[config.mk]
export PLATFORM = sky130hd
export DESIGN_NAME = bp_fetch_ctrl_flat
export DESIGN_NICKNAME = d
export VERILOG_FILES = /design/src/rtl/bp_fetch_ctrl_pkg.sv /design/src/rtl/bp_fetch_ctrl_if.sv /design/src/rtl/bp_fetch_ctrl_sat_counter.sv /design/src/rtl/bp_fetch_ctrl.sv /design/src/flat_wrapper.sv
export SDC_FILE = /design/constraint.sdc
export NUM_CORES = 1
export LEC_CHECK = 0
export ABC_AREA = 1
export CAP_MARGIN = 10
export CORE_AREA = 2 2 130 183
export CTS_CLUSTER_SIZE = 16
export DETAILED_ROUTE_END_ITERATION = 8
export DIE_AREA = 0 0 132 185
export PLACE_DENSITY = 0.84
export SLEW_MARGIN = 15
export SYNTH_ARGS = -nofsm -noshare
export SYNTH_HDL_FRONTEND = slang
export SYNTH_SLANG_ARGS = --single-unit
export TNS_END_PERCENT = 1
[constraint.sdc]
create_clock -name clk -period 6.89 [get_ports clk]
set_clock_uncertainty 0.15 [all_clocks]
set_input_delay 0.689 -clock clk [delete_from_list [all_inputs] [get_ports clk]]
set_output_delay 0.689 -clock clk [all_outputs]
set_load 0.03 [all_outputs]
[src/rtl/bp_fetch_ctrl_pkg.sv]
// Shared constants and types for the fetch-stage branch
// prediction tracker.
package bp_pkg;

    localparam logic [6:0] BR_OP   = 7'b110_0011;
    localparam logic [6:0] JAL_OP  = 7'b110_1111;
    localparam logic [6:0] JALR_OP = 7'b110_0111;

    localparam int CNT_W = 32;

    typedef struct packed {
        logic        taken;
        logic [31:0] target;
    } pred_t;

    localparam pred_t PRED_NONE = '0;

endpackage

[src/rtl/bp_fetch_ctrl_if.sv]
// Pipeline-side signal bundle of the fetch controller:
// hazard stalls, BTB result, D/E resolution inputs, PC and flushes.
interface bp_fetch_ctrl_if #(
    parameter int CNT_WIDTH = bp_pkg::CNT_W
);
    logic                 StallF;
    logic                 StallD;
    logic                 StallE;
    logic                 PredictedF;
    logic [31:0]          PredictedPC;
    logic                 JalD;
    logic [31:0]          JalNPC;
    logic                 JalrE;
    logic [31:0]          JalrNPC;
    logic [6:0]           OpE;
    logic [31:0]          PCE;
    logic                 BranchE;
    logic [31:0]          BrNPC;
    logic [31:0]          PCF;
    logic                 FlushD;
    logic                 FlushE;
    logic [CNT_WIDTH-1:0] BrCnt;
    logic [CNT_WIDTH-1:0] MissCnt;

    modport master (
        output StallF, StallD, StallE,
        output PredictedF, PredictedPC,
        output JalD, JalNPC, JalrE, JalrNPC,
        output OpE, PCE, BranchE, BrNPC,
        input  PCF, FlushD, FlushE, BrCnt, MissCnt
    );

    modport slave (
        input  StallF, StallD, StallE,
        input  PredictedF, PredictedPC,
        input  JalD, JalNPC, JalrE, JalrNPC,
        input  OpE, PCE, BranchE, BrNPC,
        output PCF, FlushD, FlushE, BrCnt, MissCnt
    );

endinterface

[src/rtl/bp_fetch_ctrl_sat_counter.sv]
// Event counter that sticks at all-ones instead of wrapping.
module bp_sat_counter #(
    parameter int W = 32
) (
    input  logic         clk,
    input  logic         rst,
    input  logic         en,
    output logic [W-1:0] cnt
);

    // count enabled events until saturated
    always_ff @(posedge clk or posedge rst) begin
        if (rst)
            cnt <= '0;
        else if (en && (cnt != '1))
            cnt <= cnt + W'(1);
    end

endmodule

[src/rtl/bp_fetch_ctrl.sv]
// Fetch next-PC selection, prediction tracking through D/E,
// EX misprediction detection with redirect/flush and perf counters.
module bp_fetch_ctrl
    import bp_pkg::*;
#(
    parameter logic [31:0] PC_RESET  = 32'h0000_0000,
    parameter int          CNT_WIDTH = CNT_W
) (
    input logic              clk,
    input logic              rst,
    bp_fetch_ctrl_if.slave   b
);

    logic [31:0] pcf_q;
    logic [31:0] pc_next;
    pred_t       pred_d;
    pred_t       pred_e;
    logic        ex_valid;
    logic        is_br;
    logic        mispredict;
    logic        ex_redirect;
    logic        jal_take;
    logic [31:0] correct_pc;
    logic [31:0] redirect_pc;
    logic [CNT_WIDTH-1:0] br_cnt;
    logic [CNT_WIDTH-1:0] miss_cnt;

    // EX resolution, redirect target and flush generation
    always_comb begin
        ex_valid   = !b.StallE;
        is_br      = (b.OpE == BR_OP);
        mispredict = 1'b0;
        if (ex_valid) begin
            if (is_br && (b.BranchE != pred_e.taken))
                mispredict = 1'b1;
            if (is_br && b.BranchE && pred_e.taken
                && (b.BrNPC != pred_e.target))
                mispredict = 1'b1;
            if (!is_br && !b.JalrE && pred_e.taken)
                mispredict = 1'b1;
        end
        correct_pc  = (is_br && b.BranchE) ? b.BrNPC
                                           : b.PCE + 32'd4;
        redirect_pc = b.JalrE ? b.JalrNPC : correct_pc;
        ex_redirect = ex_valid && (mispredict || b.JalrE);
        jal_take    = b.JalD && !b.StallD;
    end

    // next-PC priority: EX redirect beats stall, then JAL, BTB, +4
    always_comb begin
        pc_next = pcf_q;
        if (ex_redirect)
            pc_next = redirect_pc;
        else if (b.StallF)
            pc_next = pcf_q;
        else if (jal_take)
            pc_next = b.JalNPC;
        else if (b.PredictedF)
            pc_next = b.PredictedPC;
        else
            pc_next = pcf_q + 32'd4;
    end

    // fetch PC register
    always_ff @(posedge clk or posedge rst) begin
        if (rst)
            pcf_q <= PC_RESET;
        else
            pcf_q <= pc_next;
    end

    // prediction travels F->D; a stalled F injects a bubble
    always_ff @(posedge clk or posedge rst) begin
        if (rst)
            pred_d <= PRED_NONE;
        else if (ex_redirect || jal_take)
            pred_d <= PRED_NONE;
        else if (!b.StallD)
            pred_d <= b.StallF ? PRED_NONE
                               : pred_t'{b.PredictedF, b.PredictedPC};
    end

    // prediction travels D->E
    always_ff @(posedge clk or posedge rst) begin
        if (rst)
            pred_e <= PRED_NONE;
        else if (ex_redirect)
            pred_e <= PRED_NONE;
        else if (!b.StallE)
            pred_e <= pred_d;
    end

    bp_sat_counter #(.W(CNT_WIDTH)) u_br_cnt (
        .clk (clk),
        .rst (rst),
        .en  (ex_valid && is_br),
        .cnt (br_cnt)
    );

    bp_sat_counter #(.W(CNT_WIDTH)) u_miss_cnt (
        .clk (clk),
        .rst (rst),
        .en  (mispredict),
        .cnt (miss_cnt)
    );

    assign b.PCF     = pcf_q;
    assign b.FlushE  = ex_redirect;
    assign b.FlushD  = ex_redirect || jal_take;
    assign b.BrCnt   = br_cnt;
    assign b.MissCnt = miss_cnt;

endmodule

[src/flat_wrapper.sv]
// flat-port wrapper written by rule: the top's interface ports become plain ports
module bp_fetch_ctrl_flat import bp_pkg::*;
#(
    parameter logic [31:0] PC_RESET  = 32'h0000_0000,
    parameter int          CNT_WIDTH = CNT_W
)
  (clk, rst, b_StallF, b_StallD, b_StallE, b_PredictedF, b_PredictedPC, b_JalD, b_JalNPC, b_JalrE, b_JalrNPC, b_OpE, b_PCE, b_BranchE, b_BrNPC, b_PCF, b_FlushD, b_FlushE, b_BrCnt, b_MissCnt);
  bp_fetch_ctrl_if #(.CNT_WIDTH(CNT_WIDTH)) b_i ();
  input logic clk;
  input logic rst;
  input wire logic [$bits(b_i.StallF)-1:0] b_StallF;
  input wire logic [$bits(b_i.StallD)-1:0] b_StallD;
  input wire logic [$bits(b_i.StallE)-1:0] b_StallE;
  input wire logic [$bits(b_i.PredictedF)-1:0] b_PredictedF;
  input wire logic [$bits(b_i.PredictedPC)-1:0] b_PredictedPC;
  input wire logic [$bits(b_i.JalD)-1:0] b_JalD;
  input wire logic [$bits(b_i.JalNPC)-1:0] b_JalNPC;
  input wire logic [$bits(b_i.JalrE)-1:0] b_JalrE;
  input wire logic [$bits(b_i.JalrNPC)-1:0] b_JalrNPC;
  input wire logic [$bits(b_i.OpE)-1:0] b_OpE;
  input wire logic [$bits(b_i.PCE)-1:0] b_PCE;
  input wire logic [$bits(b_i.BranchE)-1:0] b_BranchE;
  input wire logic [$bits(b_i.BrNPC)-1:0] b_BrNPC;
  output wire logic [$bits(b_i.PCF)-1:0] b_PCF;
  output wire logic [$bits(b_i.FlushD)-1:0] b_FlushD;
  output wire logic [$bits(b_i.FlushE)-1:0] b_FlushE;
  output wire logic [$bits(b_i.BrCnt)-1:0] b_BrCnt;
  output wire logic [$bits(b_i.MissCnt)-1:0] b_MissCnt;
  assign b_i.StallF = b_StallF;
  assign b_i.StallD = b_StallD;
  assign b_i.StallE = b_StallE;
  assign b_i.PredictedF = b_PredictedF;
  assign b_i.PredictedPC = b_PredictedPC;
  assign b_i.JalD = b_JalD;
  assign b_i.JalNPC = b_JalNPC;
  assign b_i.JalrE = b_JalrE;
  assign b_i.JalrNPC = b_JalrNPC;
  assign b_i.OpE = b_OpE;
  assign b_i.PCE = b_PCE;
  assign b_i.BranchE = b_BranchE;
  assign b_i.BrNPC = b_BrNPC;
  assign b_PCF = b_i.PCF;
  assign b_FlushD = b_i.FlushD;
  assign b_FlushE = b_i.FlushE;
  assign b_BrCnt = b_i.BrCnt;
  assign b_MissCnt = b_i.MissCnt;
  bp_fetch_ctrl #(.PC_RESET(PC_RESET), .CNT_WIDTH(CNT_WIDTH)) u_core (.clk(clk), .rst(rst), .b(b_i));
endmodule
==> run metrics <==
status finished, final reports clean; first-pass GRT wire length about 69000 um; placed insts between 2000 and 2500; initial antenna violation count 1; VDD IR max 182 uV; Detail Route Antenna Nets 0; synth top area cells dfrtp_1, nand2_1, nand3_1; Sink Count ~160; Critical Path AT just under 4 ns; Worst-path clk slew about 0.070 ns; HP Class flop to flop; Num CTS Buffers 17; nets ~2100; CP bufs+invs 3; via count ~13000; die area between 20000 and 25000 um2; clock root buffer clkbuf_16; RSZ-0062 raised after global routing no; clock tree buffer depth 2; GRT Overall Usage 36.5%; sequence of cells on the critical path clkdlybuf4s50_1, nand2_1, a21oi_1, nand2_1, nor2_1, nand2_1, nor2_1, nand3_1, nand2_1, nand3_1, nand2_4, inv_2, clkdlybuf4s50_1; FP Rows between 60 and 70; CTS Hold Bufs 0; crit-path max FO 64; First-pass DRT Iterations 6; Worst setup SP type primary input; most frequent cells in the layout nand2_1, clkdlybuf4s50_1, nand3_1; critical path's largest stage delay 0.70 ns; WL final 44300 um; vias in the first global route ~12000; synthesized instance count 1718; cell taking the most area after synthesis dfrtp_1; gpl congestion 0.990; leakage power figure 0.00678 uW; H-tree depth 4; I/O pins between 200 and 300; PortBufs between 200 and 300; max-cap violations 0; WL/cell just under 20 um; Syn-to-layout area delta 30.9%; HPWL after DPL about 34000 um; Die X 132 um; mean post-synth cell area 6.56 um2; vias per cell 5.68; Hold Violations, Final 0; Least-Margin Pin Slew 1.04 ns; Post-CTS Setup Bufs 0; Post-Syn Area around 11000 um2; worst reg2reg startpoint u_core.pred_e[25]; post-synthesis sequential area ratio 36.0%; period utilization 69.2%; grt total ovfl 0; Req. time, crit path roughly 6 ns; most common cell after layout, fill and taps aside nand2_1; CP max stage cell clkdlybuf4s50_1; Post-Syn Nets about 1900; worst skew pair latency 0.43 ns; crit end category output port; Synth top area share a little over a third; minimum clock period approximately 4.8 ns; total core area between 20000 and 25000 um2; CP Class primary input to output port; Initial Util 49.3%; Most common cell on crit path nand2_1; YS warnings 0; CP delay by family, top buffers and inverters; DRC Markers 0; largest net degree at the start of global routing 114; Seq. cell area 4050 um2; fill cell count 2122; CTS tree built; number of library cell types mapped by synthesis 38; PwrDens 189 nW/um2; Seq cells post-synth 162; min-delay src u_core.pred_d[31]; share of layout cells above drive strength 1 3.72%; Resized cells post-CTS 0; fmax approximately 210 MHz; multi-input logic area roughly 6200 um2; final slew viol count 0; Non-Filler Instances approximately 2300; final setup violation count 0; TNS Setup 0 ns; DRT iter0 DRCs 1267; Die H between 150 and 200 um; CP Launch Point b_BranchE; slew margin rel. 30.4%
[area by class of cell]
| type | instances | area share, % |
|---|---|---|
| antenna | 1 | 0.0170 |
| clock buffer | 18 | 2.91 |
| clock inverter | 14 | 1.23 |
| inverter | 169 | 4.33 |
| multi-input combinational | 1316 | 42.3 |
| sequential | 162 | 27.5 |
| tap | 306 | 2.59 |
| timing repair buffer | 285 | 19.1 |
[state kept, by name, summed over array words and instances, names as in the netlist]
register               count
u_core.u_br_cnt.cnt       32
u_core.pred_d             33
u_core.b.PCF              32
u_core.u_miss_cnt.cnt     32
u_core.pred_e             33
[power breakdown]
| part | total, uW | internal (uW) | switching [uW] | leakage [uW] |
|---|---|---|---|---|
| combinational | 689 | 277 | 412 | 0.00433 |
| clock | 993 | 577 | 416 | 0.000294 |
| sequential | 1100 | 1010 | 89.6 | 0.00215 |
[worst min-delay path, delay by kind of cell (launching register included)]
family           cells  cell delay, ns
and+or+nand+nor      2            0.10
DFF                  1            0.35
[cell usage after synthesis (all sizes together)]
cell and instances:
xor2 53, o21bai 2, nor3 50, dfrtp 162, buf 26, and2 1
nand3b 13, inv 163, or2 7, nor3b 2, nor4 13, clkinv 6
o21ai 119, o221ai 1, o22ai 2, o211ai 8, a21oi 18, a31oi 12
xnor2 19, nor2 162, nand2 566, ha 4, nand3 205, clkbuf 45
o31ai 1, nand4 58
[logic make-up after synthesis]
family / count (synthesis) / synth area share [%]
flops: 162 / 36.0
simple gates: 1077 / 41.6
fa+ha+maj: 4 / 0.444
compound gates: 163 / 7.71
buf+inv: 240 / 8.68
xor+xnor: 72 / 5.59
[layer usage]
layer	vias to the layer above	wire length, um	global-route usage, %
met2	729	20600	59.9
met5	-	0	0
met3	163	3710	8.26
met4	0	3550	26.7
met1	5958	16400	41.9
li1	6058	-	-
[metrics by stage]
| stage | hold WS, ns | setup slack, ns | cell area [um2] | utilization (%) | power (uW) |
|---|---|---|---|---|---|
| floorplan | 0.292 | 1.67 | 11300 | - | 1460 |
| global placement | 0.308 | 2.19 | 14100 | 61.9 | 1790 |
| detailed placement | 0.310 | 2.15 | 14100 | 61.9 | 1800 |
| CTS | 0.326 | 2.13 | 14800 | 64.5 | 2790 |
| global route | 0.357 | 1.80 | 14800 | 64.5 | 2890 |
| finish | 0.325 | 2.12 | 14800 | 64.5 | 2780 |
[path summary, 6_finish.rpt]
kind | cells past startpoint | slack [ns] | to
worst max-delay path | 13 | 2.12 | b_FlushE
max in group asynchronous | 3 | 4.64 | u_core.b.PCF[11]
worst min register to register | 2 | 0.32 | u_core.pred_d[31]
worst max register to register | 15 | 3.39 | u_core.pred_e[21]
worst min-delay path | 2 | 0.32 | u_core.pred_d[31]
min in group asynchronous | 2 | 0.73 | u_core.u_br_cnt.cnt[16]
Power figures use the tool's default switching activity.
==> edit: new RTL, config.mk and constraints unchanged <==
The package constant `CNT_W` goes from 32 to 24.
--- a/src/rtl/bp_fetch_ctrl_pkg.sv
+++ b/src/rtl/bp_fetch_ctrl_pkg.sv
@@ -8,3 +8,3 @@
 
-    localparam int CNT_W = 32;
+    localparam int CNT_W = 24;
 
Ports: changed (resized b_BrCnt and b_MissCnt); port bits go from 274 to 258. The function was not compared with the original's and may differ.
==> edit against the unedited design <==
- worst setup slack lost 0.39 ns
- final area shrank 7.4%
- final cell count shrank 7.2%
- power shrank 5.2%
- register-to-register slack gained 0.27 ns
- core utilization shrank 4.8 points
- area after synthesis shrank 7.4%
- via count shrank 8.2%
- sequential cell count shrank 16
- wire length shrank 11%
- highest routed layer unchanged
==> edit: results (changes against the unedited design) <==
Outcome
  • Status: finished, final reports clean (unchanged)

Final layout
  • Antenna Cells: 0 (was 1)
  • Layout cells sized above 1: 4.55% (was 3.72%)
  • Layout net count: 1969 (was 2131)

Synthesis
  • Adder-cell share of the synthesized area: 0.480% (was 0.444%)
  • Xor/xnor share of the synthesized area: 5.54% (was 5.59%)
  • Cell variety after synth: 42 (was 38)
  • Syn_nets: 1757 (was 1898)
  • Synthesized instance count: 1577 (was 1718)
  • Compound-Gate Fraction of Synth Area: 8.65% (was 7.71%)
  • Register area share after synthesis: 35.0% (was 36.0%)
  • Largest cells by area after synthesis: dfrtp_1 35%, nand2_1 17%, nand3_1 10% (was dfrtp_1 36%, nand2_1 19%, nand3_1 9.1%)
  • Commonest cells in the synthesized netlist: 484 x nand2_1, 208 x nand3_1, 146 x dfrtp_1, 132 x inv_1, 128 x nor2_1 (was 563 x nand2_1, 204 x nand3_1, 162 x dfrtp_1, 159 x inv_1, 154 x nor2_1)

Power and ir drop
  • Worst vdd ir: 184 uV (was 182 uV)
  • Leak: 6.12 nW (was 6.78 nW)

Global routing
  • GR Util All Layers: 32.1% (was 36.5%)
  • GRT met1 Usage: 38.5% (was 41.9%)
  • Via count of the first global-routing pass: 11373 (was 12493)
  • Initial antenna violation count: 0 (was 1)
  • Met3 track demand over resource: 4.87% (was 8.26%)
  • Largest net degree at the start of global routing: 91 (was 114)

Critical path
  • Worst reg-to-reg setup slack: 3.66 ns (was 3.39 ns)
  • Worst setup path start: b_JalrE (was b_BranchE)
  • Reg2reg end: u_core.b.PCF[11] (was u_core.pred_e[21])
  • Crit Path Max Fanout: 59 (was 64)

Place
  • Dpl cells: 2076 (was 2238)
  • Gpl congestion: 0.939 (was 0.990)

Detailed routing
  • 1st-iter DRT viols: 1178 (was 1267)
  • Routed vias: 11852 (was 12908)

STA
  • Worst Max-Slew Pin Slew: 0.999 ns (was 1.04 ns)
[edit: through the flow]
step                      power, mW  hold slack, ns  area [um2]  utilization [%]  worst slack (ns)
after floorplan                1.38           0.292       10400                -              2.13
after global placement         1.69           0.306       13100             57.1              1.92
after detailed placement       1.70           0.311       13100             57.1              1.82
after CTS                      2.63           0.327       13700             59.7              1.80
after global routing           2.75           0.343       13700             59.7              1.47
final                          2.64           0.329       13700             59.7              1.74
[edit: cell type report]
class	instances	area (um2)
multi-input combinational	1215	5860
sequential	146	3650
timing repair buffer	266	2640
clock buffer	17	425
clock inverter	15	166
tap	306	383
inverter	143	542
fill	2175	9210
[edit: metal layers]
layer  up-vias  wire length, um  share of wire, %
li1       5607                -                 -
met4         0             2250               5.8
met5         -                0                 0
met2       641            19100                49
met1      5488            15000                38
met3       116             2910               7.4
[edit: worst min path at each step]
stage / from / slack (ns) / endpoint
finish: u_core.pred_d[13] / 0.33 / u_core.pred_d[13]
global route: u_core.pred_d[13] / 0.34 / u_core.pred_d[13]
CTS: u_core.pred_d[13] / 0.33 / u_core.pred_d[13]
detailed placement: u_core.pred_d[13] / 0.31 / u_core.pred_d[13]
global placement: u_core.pred_d[13] / 0.31 / u_core.pred_d[13]
floorplan: u_core.pred_d[18] / 0.29 / u_core.pred_d[18]
[edit: cells by family (layout without fill, tap and decap cells)]
group,Yosys count,count (layout)
mux,1,1
fa+ha+maj,4,4
compound gates,170,170
buf+inv,216,441
xor+xnor,66,66
flops,146,146
simple gates,974,974
[edit: power breakdown]
part	internal, mW	total (mW)	switching [mW]	leakage [nW]
sequential	0.920	1.01	0.0884	1.93
combinational	0.282	0.692	0.410	3.91
clock	0.513	0.938	0.425	0.279
total	1.72	2.64	0.924	6.12
[edit: critical path: cells and delay by family]
family,cells,cell delay [ns]
buffers and inverters,5,2.44
AND/OR/NAND/NOR,3,1.13
